===== src/rtl/multi_word_write_packer_pkg.sv =====
// Shared definitions for the multi-word write packer: FSM state encodings.
package multi_word_write_packer_pkg;

    localparam int unsigned STATE_W = 2;

    localparam logic [STATE_W-1:0] ST_IDLE  = 2'd0;
    localparam logic [STATE_W-1:0] ST_WRITE = 2'd1;
    localparam logic [STATE_W-1:0] ST_FULL  = 2'd2;

    typedef enum logic [STATE_W-1:0] {
        IDLE  = ST_IDLE,
        WRITE = ST_WRITE,
        FULL  = ST_FULL
    } state_e;

endpackage


===== src/rtl/multi_word_write_packer.sv =====
// Packs a valid/ready word stream into a multi-lane RAM, lane-fastest, one row at a time,
// then holds the buffer full until the consumer releases it.
module multi_word_write_packer
    import multi_word_write_packer_pkg::*;
#(
    parameter int unsigned DATA_WIDTH = 8,
    parameter int unsigned DEPTH      = 64,
    parameter int unsigned NUM_WORDS  = 4
) (
    input  logic                          clk,
    input  logic                          rst_n,
    input  logic                          start,
    input  logic                          clear,
    input  logic                          release_buf,
    input  logic [DATA_WIDTH-1:0]         in_data,
    input  logic                          in_valid,
    output logic                          in_ready,
    output logic [DATA_WIDTH-1:0]         wr_data,
    output logic [$clog2(DEPTH)-1:0]      wr_addr,
    output logic [NUM_WORDS-1:0]          wr_en,
    output logic [$clog2(DEPTH+1)-1:0]    rows_valid,
    output logic                          buf_full
);

    localparam int unsigned ROW_W  = $clog2(DEPTH);
    localparam int unsigned LANE_W = $clog2(NUM_WORDS);
    localparam int unsigned CNT_W  = $clog2(DEPTH + 1);

    localparam logic [LANE_W-1:0] LAST_LANE = LANE_W'(NUM_WORDS - 1);
    localparam logic [ROW_W-1:0]  LAST_ROW  = ROW_W'(DEPTH - 1);

    state_e                  state, state_d;
    logic [LANE_W-1:0]       lane, lane_d;
    logic [ROW_W-1:0]        row, row_d;
    logic [CNT_W-1:0]        rows_valid_d;
    logic [NUM_WORDS-1:0]    wr_en_d;
    logic [DATA_WIDTH-1:0]   wr_data_d;
    logic [ROW_W-1:0]        wr_addr_d;
    logic                    accept;

    assign accept = in_valid & in_ready;

    // State, counters and all outputs update together from the next-state logic.
    always_ff @(posedge clk or negedge rst_n) begin
        if (!rst_n) begin
            state      <= IDLE;
            lane       <= '0;
            row        <= '0;
            rows_valid <= '0;
            wr_en      <= '0;
            wr_data    <= '0;
            wr_addr    <= '0;
            in_ready   <= 1'b0;
            buf_full   <= 1'b0;
        end else begin
            state      <= state_d;
            lane       <= lane_d;
            row        <= row_d;
            rows_valid <= rows_valid_d;
            wr_en      <= wr_en_d;
            wr_data    <= wr_data_d;
            wr_addr    <= wr_addr_d;
            in_ready   <= (state_d == WRITE);
            buf_full   <= (state_d == FULL);
        end
    end

    // Counters saturate on the last word; only release or clear bring them back to zero.
    always_comb begin
        state_d      = state;
        lane_d       = lane;
        row_d        = row;
        rows_valid_d = rows_valid;
        wr_en_d      = '0;
        wr_data_d    = wr_data;
        wr_addr_d    = wr_addr;

        if (clear) begin
            state_d      = IDLE;
            lane_d       = '0;
            row_d        = '0;
            rows_valid_d = '0;
        end else begin
            case (state)
                IDLE: begin
                    if (start) state_d = WRITE;
                end
                WRITE: begin
                    if (accept) begin
                        wr_en_d   = NUM_WORDS'(1) << lane;
                        wr_data_d = in_data;
                        wr_addr_d = row;
                        if (lane == LAST_LANE) begin
                            rows_valid_d = rows_valid + CNT_W'(1);
                            if (row == LAST_ROW) begin
                                state_d = FULL;
                            end else begin
                                row_d  = row + ROW_W'(1);
                                lane_d = '0;
                            end
                        end else begin
                            lane_d = lane + LANE_W'(1);
                        end
                    end
                end
                FULL: begin
                    if (release_buf) begin
                        state_d      = WRITE;
                        lane_d       = '0;
                        row_d        = '0;
                        rows_valid_d = '0;
                    end
                end
                default: state_d = IDLE;
            endcase
        end
    end

endmodule


===== config.mk =====
export PLATFORM = sky130hd
export DESIGN_NAME = multi_word_write_packer
export DESIGN_NICKNAME = d
export VERILOG_FILES = /design/src/rtl/multi_word_write_packer_pkg.sv /design/src/rtl/multi_word_write_packer.sv
export SDC_FILE = /design/constraint.sdc
export NUM_CORES = 1
export LEC_CHECK = 0
export CAP_MARGIN = 20
export CORE_MARGIN = 3
export CORE_UTILIZATION = 25
export DETAILED_ROUTE_END_ITERATION = 8
export HOLD_SLACK_MARGIN = 0.06
export PLACE_DENSITY = 0.53
export SLEW_MARGIN = 20
export SYNTH_ARGS = -nofsm -noshare
export SYNTH_HDL_FRONTEND = slang
export SYNTH_SLANG_ARGS = --single-unit
export TNS_END_PERCENT = 10

===== constraint.sdc =====
create_clock -name clk -period 2 [get_ports clk]
set_input_delay 0.3 -clock clk [delete_from_list [all_inputs] [get_ports clk]]
set_output_delay 0.3 -clock clk [all_outputs]
set_load 0.02 [all_outputs]

==> results of run 1 <==
[final timing paths]
check | from | end | slack, ns | cells past startpoint
max | row[1] | buf_full | 0.19 | 5
min | rst_n | wr_en[0] | 0.11 | 1
max reg2reg | row[1] | buf_full | 0.19 | 5
min reg2reg | wr_data[5] | wr_data[5] | 0.51 | 1
max in group asynchronous | rst_n | row[2] | 1.37 | 1
min in group clk | wr_data[5] | wr_data[5] | 0.51 | 1
[logic make-up (layout without fill, tap and decap cells)]
kind of cell	after synthesis	in the layout	synth area share (%)
compound gates	34	34	13.0
simple gates	50	50	15.9
mux	16	16	10.1
buf+inv	13	70	3.99
flops	37	37	52.7
fa+ha+maj	6	6	4.27
[worst reg2reg max path, delay by kind of cell, from the launching register on]
| kind | cells | cell delay [ns] |
|---|---|---|
| compound gates | 1 | 0.17 |
| fa+ha+maj | 1 | 0.24 |
| flops | 1 | 0.41 |
| simple gates | 3 | 0.91 |
[metal layers]
layer,wire length (um),vias up,GRT usage [%]
met5,0,-,0
met4,82,0,5.36
met1,1950,657,14.3
met3,228,8,3.42
li1,-,675,-
met2,1700,38,15.1
[layout make-up]
cell class	instances	area, um^2
Inverter	6	22.5
Timing Repair Buffer	56	515
Clock inverter	1	5.00
Sequential cell	37	926
Clock buffer	7	96.3
Tap cell	93	116
Fill cell	674	4120
Multi-Input combinational cell	106	764
[metrics by stage]
step | total power, W | cell area [um^2]
2_1_floorplan | 0.000979 | 1760
4_1_cts | 0.00174 | 2450
6_report | 0.00171 | 2450
3_5_place_dp | 0.00115 | 2340
5_1_grt | 0.00180 | 2450
3_3_place_gp | 0.00115 | 2340
[sequential cells by signal, summed over array words and instances, names as in the netlist]
name        cells
wr_en           4
lane            2
buf_full        1
in_ready        1
rows_valid      7
wr_data         8
state           2
row             6
wr_addr         6
[cell usage in the layout (no fill, tap or decap), drive strengths merged]
| master | netlist | final |
|---|---|---|
| or4 | 6 | 6 |
| nand4b | 2 | 2 |
| and2 | 3 | 3 |
| clkdlybuf4s50 | 0 | 39 |
| nor3 | 3 | 3 |
| or2 | 2 | 2 |
| mux2i | 2 | 2 |
| nand2 | 8 | 8 |
| nor2 | 10 | 10 |
| a21oi | 9 | 9 |
| a211oi | 2 | 2 |
| buf | 7 | 17 |
| nor4 | 1 | 1 |
| or3b | 1 | 1 |
| ha | 6 | 6 |
| a22o | 1 | 1 |
| nor2b | 1 | 1 |
| nand3 | 8 | 8 |
| clkbuf | 0 | 7 |
| dfrtp | 37 | 37 |
| o21ai | 9 | 9 |
| o21bai | 1 | 1 |
| a32o | 1 | 1 |
| mux2 | 14 | 14 |
| and4b | 1 | 1 |
| o31ai | 7 | 7 |
| a31oi | 1 | 1 |
| inv | 6 | 6 |
| o2bb2ai | 1 | 1 |
| clkinv | 0 | 1 |
| and3 | 2 | 2 |
| o32ai | 1 | 1 |
| nand2b | 2 | 2 |
| a211o | 1 | 1 |
[power by group through the flow]
stage | registers, W | logic [W] | clock network, W
after floorplan | 0.000897 | 0.0000823 | 0
after CTS | 0.000826 | 0.000310 | 0.000602
after global placement | 0.000840 | 0.000308 | 0
after detailed placement | 0.000840 | 0.000308 | 0
final | 0.000826 | 0.000304 | 0.000579
after global routing | 0.000832 | 0.000329 | 0.000641
==> results by group, run 1 <==
Hold path
  • Worst hold-check path type: input port to async pin

Global routing
  • First-pass GRT wire length: 6.95 mm
  • Largest net degree at the start of global routing: 38
  • Initial antenna violation count: 0
  • Total global-route track usage: 10.6%
  • Vias in the first global route: 1435
  • Grt ovf: 0

Placed design
  • PortBufs: 40
  • Hpwl dp: 2.84 mm
  • GPL Wtd Cong: 0.809
  • Placed Instances: 298
  • Place WS: -0.0297 ns

Critical path
  • Worst path slowest cell: or4_1
  • Buf+Inv Stages, Crit Path: 0
  • Delay-heaviest family, CP: simple AND/OR/NAND/NOR gates
  • Crit path cell chain: ha_1 -> nand3_1 -> or2_1 -> or4_1 -> a21oi_1
  • Startpoint Class: flip-flop
  • Data required, critical path: 2.21 ns
  • CP Class: flip-flop to flip-flop
  • CP endpoint kind: flip-flop
  • Slowest cell delay on critical path: 0.50 ns
  • CP arrival: 2.02 ns
  • Crit path max fanout: 5

Job
  • Max_cap viols: 0

Clock network
  • Hold buffers post-CTS: 0
  • Post-cts sizing count: 0
  • Clk slew on worst S/H paths: 0.07 ns
  • CTS tree: yes
  • Root Buffer: clkbuf_8
  • TritonCTS buffer count: 5
  • Skew-Pair Late Insertion Delay: 0.29 ns
  • Post-CTS Setup Inserts: 0
  • Clock sink count: 37
  • H-tree depth: 2
  • Clock tree buffer depth: 2

Logic synthesis
  • Main synth FF type: dfrtp_1
  • Most common cell in the netlist: dfrtp_1
  • Synth area leaders: dfrtp_1 (53%), mux2_2 (9.0%), ha_1 (4.3%), o31ai_1 (3.0%), a21oi_1 (2.6%)
  • Asr flop ratio synth: 100%
  • Post-synthesis sequential area ratio: 52.7%
  • Commonest cells in the netlist: dfrtp_1 (37), mux2_2 (14), nor2_1 (10)
  • Average size of a mapped cell: 11.3 um^2
  • Gate Count Post-Synth: 156
  • Post-synthesis cell type count: 35
  • Share of the synthesized area in the top cell type: 52.7%
  • Register bit total from synthesis: 37
  • Synthesized net count: 176
  • Syn. warnings: 0
  • EDFF count, synth: 0
  • Mapped cell area: 1760 um^2
  • Yosys top cell by area: dfrtp_1

Timing
  • Fin worst setup slack: 0.188 ns
  • Final setup violation count: 0
  • Clock skew: 0.00427 ns
  • Final hold vios: 0
  • Crit path time final: 1.81 ns
  • Normalized max-slew margin: 44.6%
  • Hold Slack: 0.108 ns
  • Tcrit/Tclk final: 90.6%
  • Setup_tns: 0 ns
  • Max Slew Vio Count: 0
  • RSZ-0062 raised after global routing: false
  • FMAX: 552 MHz
  • Worst Max-Slew Pin Slew: 0.831 ns

Routing
  • Final WL: 3.96 mm
  • Initial DRC Count: 115
  • Post-DR wirelength/cell: 13.0 um
  • DRT Pass-1 Iters: 4
  • Post-DR vias/cell: 4.50
  • Post-route DRC: 0
  • DRT antenna net count: 0
  • Via count: 1378

Power
  • P_int: 0.00127 W
  • Worst vdd ir: 0.378 mV
  • Cell Pwr Density: 699 nW/um^2
  • Seq pwr share: 48.3%
  • Sw frac: 25.7%
  • Gate power share: 17.8%
  • LEAKAGE: 1.05 nW
  • NetSw: 0.000439 W
  • Clock share of power: 33.9%

Cells and area
  • Area delta synth->final: 39.1%
  • Fraction of layout cells with a size suffix above 1: 21.1%
  • Fin util: 37.2%
  • Final std cells w/o fill: 306
  • Final nets: 232
  • Ant. Diodes: 0

Floorplanning
  • Chip Width: 89.9 um
  • Initial Util: 26.8%
  • DIE HEIGHT: 89.9 um
  • Total core area: 6570 um^2
  • IO Pins: 41
  • Die area: 8070 um^2
  • Row cnt: 29

Run status
  • Status: completed
(Power assumes the default switching activity.)
==> inputs of run 2 (changes only) <==
CELL_PAD_IN_SITES_DETAIL_PLACEMENT = 1   (was not set)
CELL_PAD_IN_SITES_GLOBAL_PLACEMENT = 1   (was not set)
PLACE_DENSITY = 0.62   (was 0.53)
clock period = 1.75 ns   (was 2 ns; I/O delays follow)
==> run 2 against run 1 <==
  * Via count is 6.8% higher
  * Clock power is 31% higher
  * Critical path depth stayed put
  * Global-route usage is 1.2 points higher
  * Maximum frequency is 8.3% higher
  * Combinational power is 23% higher
  * Largest power group unchanged
==> results by group, run 2 (synthesis results as in run 1) <==
Critical path
  • FF-to-FF End: row[3]
  • CP arrival: 1.90 ns
  • Worst Reg-to-Reg Cells: 5
  • CP Class: flip-flop to flip-flop
  • Worst r2r src: state[1]
  • Crit path to: row[3]
  • Data required, critical path: 1.97 ns
  • Slowest cell delay on critical path: 0.51 ns
  • Crit path cell chain: and4b_1 -> a211oi_2 -> buf_12 -> or4_1 -> a21oi_1
  • Crit. Startpoint: state[1]
  • Startpoint Class: flip-flop
  • CP endpoint kind: flip-flop
  • R2r setup slk: 0.08 ns
  • CP Depth: 5
  • Buf+Inv Stages, Crit Path: 1
  • Delay-heaviest family, CP: simple AND/OR/NAND/NOR gates
  • Worst path slowest cell: or4_1
  • Crit path max fanout: 13

Timing
  • Worst Max-Slew Pin Slew: 0.490 ns
  • Normalized max-slew margin: 67.4%
  • Fin worst setup slack: 0.0758 ns
  • Max Slew Vio Count: 0
  • Final setup violation count: 0
  • FMAX: 597 MHz
  • Final hold vios: 0
  • Clock skew: 0.00888 ns
  • Crit path time final: 1.67 ns
  • Hold Slack: 0.513 ns
  • RSZ-0062 raised after global routing: true
  • Tcrit/Tclk final: 95.7%

Power
  • Cell Pwr Density: 789 nW/um^2
  • Worst vdd ir: 0.350 mV
  • Total chip power: 0.00208 W
  • LEAKAGE: 1.13 nW

Clock network
  • TritonCTS buffer count: 5
  • CTS tree: yes
  • Clk slew on worst S/H paths: 0.08 ns
  • H-tree depth: 2
  • Clock sink count: 37
  • Clock tree buffer depth: 2
  • Skew-Pair Late Insertion Delay: 0.30 ns
  • Root Buffer: clkbuf_8

Global routing
  • Initial antenna violation count: 0
  • Total global-route track usage: 11.8%
  • Vias in the first global route: 1531
  • Largest net degree at the start of global routing: 38
  • Grt ovf: 0
  • First-pass GRT wire length: 7.71 mm

Placed design
  • PortBufs: 40
  • Place WS: -0.172 ns
  • Placed Instances: 310
  • GPL Wtd Cong: 0.781
  • Hpwl dp: 3.20 mm

Cells and area
  • Fraction of layout cells with a size suffix above 1: 30.0%
  • Ant. Diodes: 0
  • Most frequent cells in the layout: clkdlybuf4s50_1 (39), dfrtp_1 (35), buf_4 (27)
  • Max reg flops: 8
  • Biggest registers after layout: wr_data: 8 flops, rows_valid: 7 flops
  • Commonest non-fill, non-tap cell in the layout: clkdlybuf4s50_1
  • Fin util: 40.1%
  • Final std cells w/o fill: 320
  • Final nets: 246
  • Area delta synth->final: 49.7%
  • Reg with most FFs: wr_data

Floorplanning
  • Die area: 8070 um^2
  • DIE HEIGHT: 89.9 um
  • Total core area: 6570 um^2
  • Initial Util: 26.8%
  • Chip Width: 89.9 um
  • IO Pins: 41
  • Row cnt: 29

Job
  • Max_cap viols: 0

Routing
  • Post-route DRC: 0
  • DRT antenna net count: 0
  • Post-DR wirelength/cell: 13.9 um
  • Via count: 1472
  • Post-DR vias/cell: 4.60
  • Final WL: 4.44 mm
  • Initial DRC Count: 68
  • DRT Pass-1 Iters: 4

Hold path
  • Worst hold-check path type: flip-flop to flip-flop

Run status
  • Status: completed
-- run 2: timing repair --
| action | in CTS | in global routing |
|---|---|---|
| setup endpoints to repair | 0 | 13 |
| hold endpoints to repair | 37 | 0 |
| setup buffers | 0 | 1 |
| resized for setup | 0 | 13 |
| hold buffers | 1 | 0 |
-- run 2: worst min path at each step --
| stage | start | end | slack, ns | cells after the start |
|---|---|---|---|---|
| floorplan | rst_n | buf_full | -0.03 | 0 |
| global placement | rst_n | rows_valid[1] | 0.36 | 2 |
| detailed placement | rst_n | wr_en[0] | 0.35 | 2 |
| CTS | wr_data[3] | wr_data[3] | 0.52 | 1 |
| global route | wr_data[3] | wr_data[3] | 0.53 | 1 |
| finish | wr_data[3] | wr_data[3] | 0.51 | 1 |
-- run 2: metal layers --
metal | vias to the layer above | GRT usage [%] | share of wire [%]
met1 | 730 | 15.7 | 47
met5 | - | 0 | 0
met4 | 0 | 3.06 | 0.81
met2 | 29 | 18.0 | 47
met3 | 4 | 4.26 | 4.8
li1 | 709 | - | -
-- run 2: power by group --
part	leakage [nW]	internal, W	switching (W)
registers	0.497	0.000912	0.0000308
logic	0.570	0.000202	0.000173
clock network	0.0585	0.000427	0.000331
total	1.13	0.00154	0.000534
-- run 2: layout make-up --
type | count | area, um^2
inverters | 6 | 22.5
flip-flops and latches | 37 | 928
clock buffers | 5 | 68.8
well taps | 93 | 116
multi-input cells | 106 | 812
clock inverters | 3 | 43.8
repair buffers | 70 | 639
fillers | 745 | 3940
-- run 2: metrics by stage --
step | instance area, um^2 | setup TNS (ns)
4_1_cts | 2570 | 0
3_3_place_gp | 2450 | -3.15
3_5_place_dp | 2450 | -3.76
2_1_floorplan | 1760 | 0
6_report | 2630 | 0
5_1_grt | 2630 | -0.0541
==> inputs of run 3 (changes only) <==
CTS_CLUSTER_DIAMETER = 150   (was not set)
==> results of run 3 <==
The final DEF is identical to that of run 2; final timing and power are the same.
==> edit 1: new RTL, settings of run 1 <==
The parameter `DEPTH` goes from 64 to 256.
--- a/src/rtl/multi_word_write_packer.sv
+++ b/src/rtl/multi_word_write_packer.sv
@@ -6,3 +6,3 @@
     parameter int unsigned DATA_WIDTH = 8,
-    parameter int unsigned DEPTH      = 64,
+    parameter int unsigned DEPTH      = 256,
     parameter int unsigned NUM_WORDS  = 4
Interface: changed (resized rows_valid and wr_addr); port bits go from 41 to 45. The function was not compared with the original's and may differ.
==> edit 1 against run 1 <==
Setup slack got worse by 0.028 ns. Sequential share of layout area down 0.81 points. Sequential power grew 25%. Core utilization is 2.1 points lower. Sequential cell count increased by 6. Routed wire length rose by 25%. Maximum frequency shrank 1.5%. Power grew 31%. Synthesized area increased by 21%. Critical path depth fell by 1. Global-route usage increased by 0.20 points. Design area rose by 19%. Critical endpoint is now row[0]$_DFFE_PN0P_. Largest power group unchanged.
==> edit 1: results (changes against run 1) <==
Synth Area in Adders -> 0.0352 (-0.00747)
routability-driven placement congestion ratio -> 0.812 (+0.38%)
M1 GR Usage -> 0.146 (+0.00338)
top cells by area, synth -> dfrtp_1 50%, mux2_2 8.5%, ha_1 3.5%, mux2i_1 3.3%, nor3_4 2.3%
mean post-synth cell area -> 11.4 um2 (+1.1%)
Place WS -> -0.101 ns (-0.0713 ns)
slowest stage delay, CP -> 0.44 ns (-0.06 ns)
hold slack final -> 0.0714 ns (-0.0370 ns)
Total Routing Usage GR -> 0.108 (+0.00199)
CP Capture Point -> row[0]$_DFFE_PN0P_
M2 GR Usage -> 0.162 (+0.0112)
LEAKAGE -> 0.00130 uW (+24%)
met1 wire length -> 2340 um (+20%)
Via Count -> 1715 (+24%)
largest net degree at the start of global routing -> 44 (+16%)
Max Fanout on Critical Path -> 10 (+5)
most frequent cells after synthesis -> 43 x dfrtp_1, 16 x mux2_2, 12 x nand2_1
Final Routed Wirelength -> 4960 um (+25%)
Layout fillers -> 846 (+26%)
final worst setup slack -> 0.160 ns (-0.0276 ns)
mux share of post-synthesis cell area -> 0.124 (+0.0234)
Seq/Total Area, Yosys -> 0.505 (-0.0217)
WL met3 -> 261 um (+14%)
routed len/inst -> 14.1 um (+8.9%)
met3 track demand over resource -> 0.0343 (+0.0000620)
First DRT Iteration DRCs -> 83 (-28%)
Crit Reg-Reg Endpoint -> row[0]$_DFFE_PN0P_
status -> finished clean
dpl cell area -> 2790 um2 (+19%)
Compound-Gate Fraction of Synth Area -> 0.0998 (-0.0304)
## edit 1: cell types whose count changed after synthesis, moves of 4 or more
| cell | run 1 | this run |
|---|---|---|
| or4_1 | 6 | 1 |
| a21oi_1 | 9 | 4 |
| nand4_1 | 0 | 4 |
| nor3_1 | 2 | 6 |
| nor2_1 | 10 | 6 |
| dfrtp_1 | 37 | 43 |
| or3_1 | 0 | 5 |
| mux2i_1 | 2 | 7 |
| nand2_1 | 8 | 12 |
| and3_1 | 2 | 6 |
| o31ai_1 | 7 | 1 |
## edit 1: final cells by class
type	instances	area (um2)	area share
sequential	43	1080	0.370
multi-input combinational	129	982	0.338
timing repair buffer	61	576	0.198
tap	105	131	0.0452
clock buffer	6	82.6	0.0284
clock inverter	2	35.0	0.0121
inverter	6	22.5	0.00775
## edit 1: power breakdown
group / internal (uW) / switching [uW] / total, uW
combinational: 260 / 236 / 496
clock: 404 / 309 / 714
sequential: 963 / 67.1 / 1030
==> edit 2: new RTL, flow settings as in run 1 <==
Made on the original files. `wr_data` and `wr_addr` no longer have a reset.
--- a/src/rtl/multi_word_write_packer.sv
+++ b/src/rtl/multi_word_write_packer.sv
@@ -50,4 +50,2 @@
             wr_en      <= '0;
-            wr_data    <= '0;
-            wr_addr    <= '0;
             in_ready   <= 1'b0;
@@ -60,4 +58,2 @@
             wr_en      <= wr_en_d;
-            wr_data    <= wr_data_d;
-            wr_addr    <= wr_addr_d;
             in_ready   <= (state_d == WRITE);
@@ -65,2 +61,7 @@
         end
+    end
+
+    always_ff @(posedge clk) begin
+        wr_data <= wr_data_d;
+        wr_addr <= wr_addr_d;
     end
Formal check against the unedited RTL: differs if rst_n is asserted again (counterexample within 4 cycles, from zero or initial values and one cycle with rst_n low); with rst_n held inactive, the same outputs for 10 cycles.
==> edit 2 against run 1 <==
Setup slack gained 0.012 ns. Design area shrank 3.1%. Highest routed layer unchanged. Largest cell class unchanged. Non-clock buffer count grew 1. Routed wire length shrank 9.3%. Final cell count shrank 9.8%. Power shrank 5.1%. Synthesized area shrank 5.8%. Sequential cell count is the same. Core utilization shrank 0.14 points. First-iteration DRC count shrank 59%.
==> edit 2: results (changes against run 1) <==
Synth Area in Adders -> 0.0453 (+0.00261)
Buffers, non-clock -> 57 (+1.8%)
Async S/R FF share, synth -> 0.622 (-0.378)
largest net degree at the start of global routing -> 24 (-37%)
Slowest-stage cell, CP -> dfrtp_1
Place WS -> -0.0465 ns (-0.0168 ns)
Seq/Total Area, Yosys -> 0.601 (+0.0745)
Layout fillers -> 653 (-3.1%)
EDFF count, synth -> 14 (+14)
placed cells -> 268 (-10%)
Root Buffer Master -> clkbuf_8
PostCTS Resize Cnt -> 0 (unchanged)
LEAKAGE -> 0.000978 uW (-6.7%)
share of layout cells above drive strength 1 -> 0.136 (-0.0756)
final instance area -> 2370 um2 (-3.1%)
Synth Warn # -> 0 (unchanged)
NumNets Final -> 218 (-6.0%)
top cells by area, synth -> dfrtp_1 35%, edfxtp_1 25%, ha_1 4.5%, mux2i_1 2.4%, o31ai_1 2.3%
post-synthesis xor/xnor area fraction -> 0 (unchanged)
Compound-Gate Fraction of Synth Area -> 0.115 (-0.0154)
Max Fanout on Critical Path -> 5 (unchanged)
post-DP HPWL -> 2660 um (-6.2%)
most frequent cells after synthesis -> 23 x dfrtp_1, 14 x edfxtp_1, 8 x inv_1
slowest stage delay, CP -> 0.42 ns (-0.08 ns)
fraction of area in registers -> 0.420 (+0.0418)
First DRT Iteration DRCs -> 47 (-59%)
multi-input logic cell count -> 89 (-16%)
mux share of post-synthesis cell area -> 0.0310 (-0.0701)
final std cells w/o fill -> 276 (-9.8%)
skew final -> 0.00532 ns (+0.00105 ns)
dpl cell area -> 2260 um2 (-3.6%)
first-pass GRT wire length -> 6140 um (-12%)
Total Routing Usage GR -> 0.104 (-0.00166)
Final Routed Wirelength -> 3600 um (-9.3%)
Max IR drop VDD -> 0.335 mV (-11%)
Non-clock buffer share -> 0.223 (+0.0121)
Port Buffers -> 40 (unchanged)
initial antenna violation count -> 0 (unchanged)
Sink Count -> 37 (unchanged)
Slew @ Worst Pin -> 0.687 ns (-0.144 ns)
maximum clock path buffer count -> 2 (unchanged)
Synth cell types -> 38 (+8.6%)
clock-cell share of area -> 0.0465 (+0.00503)
setup TNS -> 0 ns (unchanged)
clock slew at reported path FFs -> 0.08 ns
inverter count -> 8 (+2)
Via Count -> 1297 (-5.9%)
mean post-synth cell area -> 11.9 um2 (+5.8%)
max FFs per register -> 8 (unchanged)
H-Tree Depth -> 2 (unchanged)
Skew-Pair Late Insertion Delay -> 0.29 ns (about the same)
prevailing post-synth register cell -> dfrtp_1
WP data arrival -> 2.01 ns
syn_nets -> 159 (-9.7%)
DRT Pass-1 Iters -> 4 (unchanged)
routability-driven placement congestion ratio -> 0.783 (-3.3%)
multi-input logic portion of the cell area -> 0.257 (-0.0554)
Hold Crit Class -> input pin to async pin
status -> finished clean
final core occ -> 0.371 (-0.00137)
## edit 2: changes by cell type in the layout (fill, tap and decap cells not counted), sizes merged, moves of 3 or more
cell,run 1,this run
nor3,3,6
o41ai,0,3
mux2,14,1
dfrtp,37,23
nand2b,2,5
a21oi,9,3
nor2,10,6
edfxtp,0,14
or4,6,2
## edit 2: path summary, 6_finish.rpt
| check | startpoint | endpoint | slack (ns) | cells after the start |
|---|---|---|---|---|
| hold reg to reg | rows_valid[6]$_DFFE_PN0P_ | rows_valid[6]$_DFFE_PN0P_ | 0.51 | 1 |
| setup / recovery | row[0]$_DFFE_PN0P_ | row[5]$_DFFE_PN0P_ | 0.20 | 5 |
| hold / removal | rst_n | row[1]$_DFFE_PN0P_ | 0.38 | 2 |
| setup reg to reg | row[0]$_DFFE_PN0P_ | row[5]$_DFFE_PN0P_ | 0.20 | 5 |
| min in group clk | rows_valid[6]$_DFFE_PN0P_ | rows_valid[6]$_DFFE_PN0P_ | 0.51 | 1 |
| max in group asynchronous | rst_n | wr_en[0]$_DFF_PN0_ | 1.39 | 2 |
## edit 2: cell families after synthesis
| kind of cell | after synthesis |
|---|---|
| DFF | 37 |
| muxes | 5 |
| AOI/OAI and AO/OA | 27 |
| buffers and inverters | 13 |
| and+or+nand+nor | 51 |
| adders and majority gates | 6 |
## edit 2: metal layers
metal / up-vias / share of wire / wire, um / global-route usage
li1: 639 / - / - / -
met1: 608 / 0.46 / 1650 / 0.140
met2: 45 / 0.45 / 1620 / 0.153
met3: 5 / 0.080 / 286 / 0.0341
met4: 0 / 0.013 / 46 / 0.0418
met5: - / 0 / 0 / 0
## edit 2: where the power goes
group,internal [uW],switching [uW]
sequential,804,10.8
clock,367,266
combinational,87.1,86.4
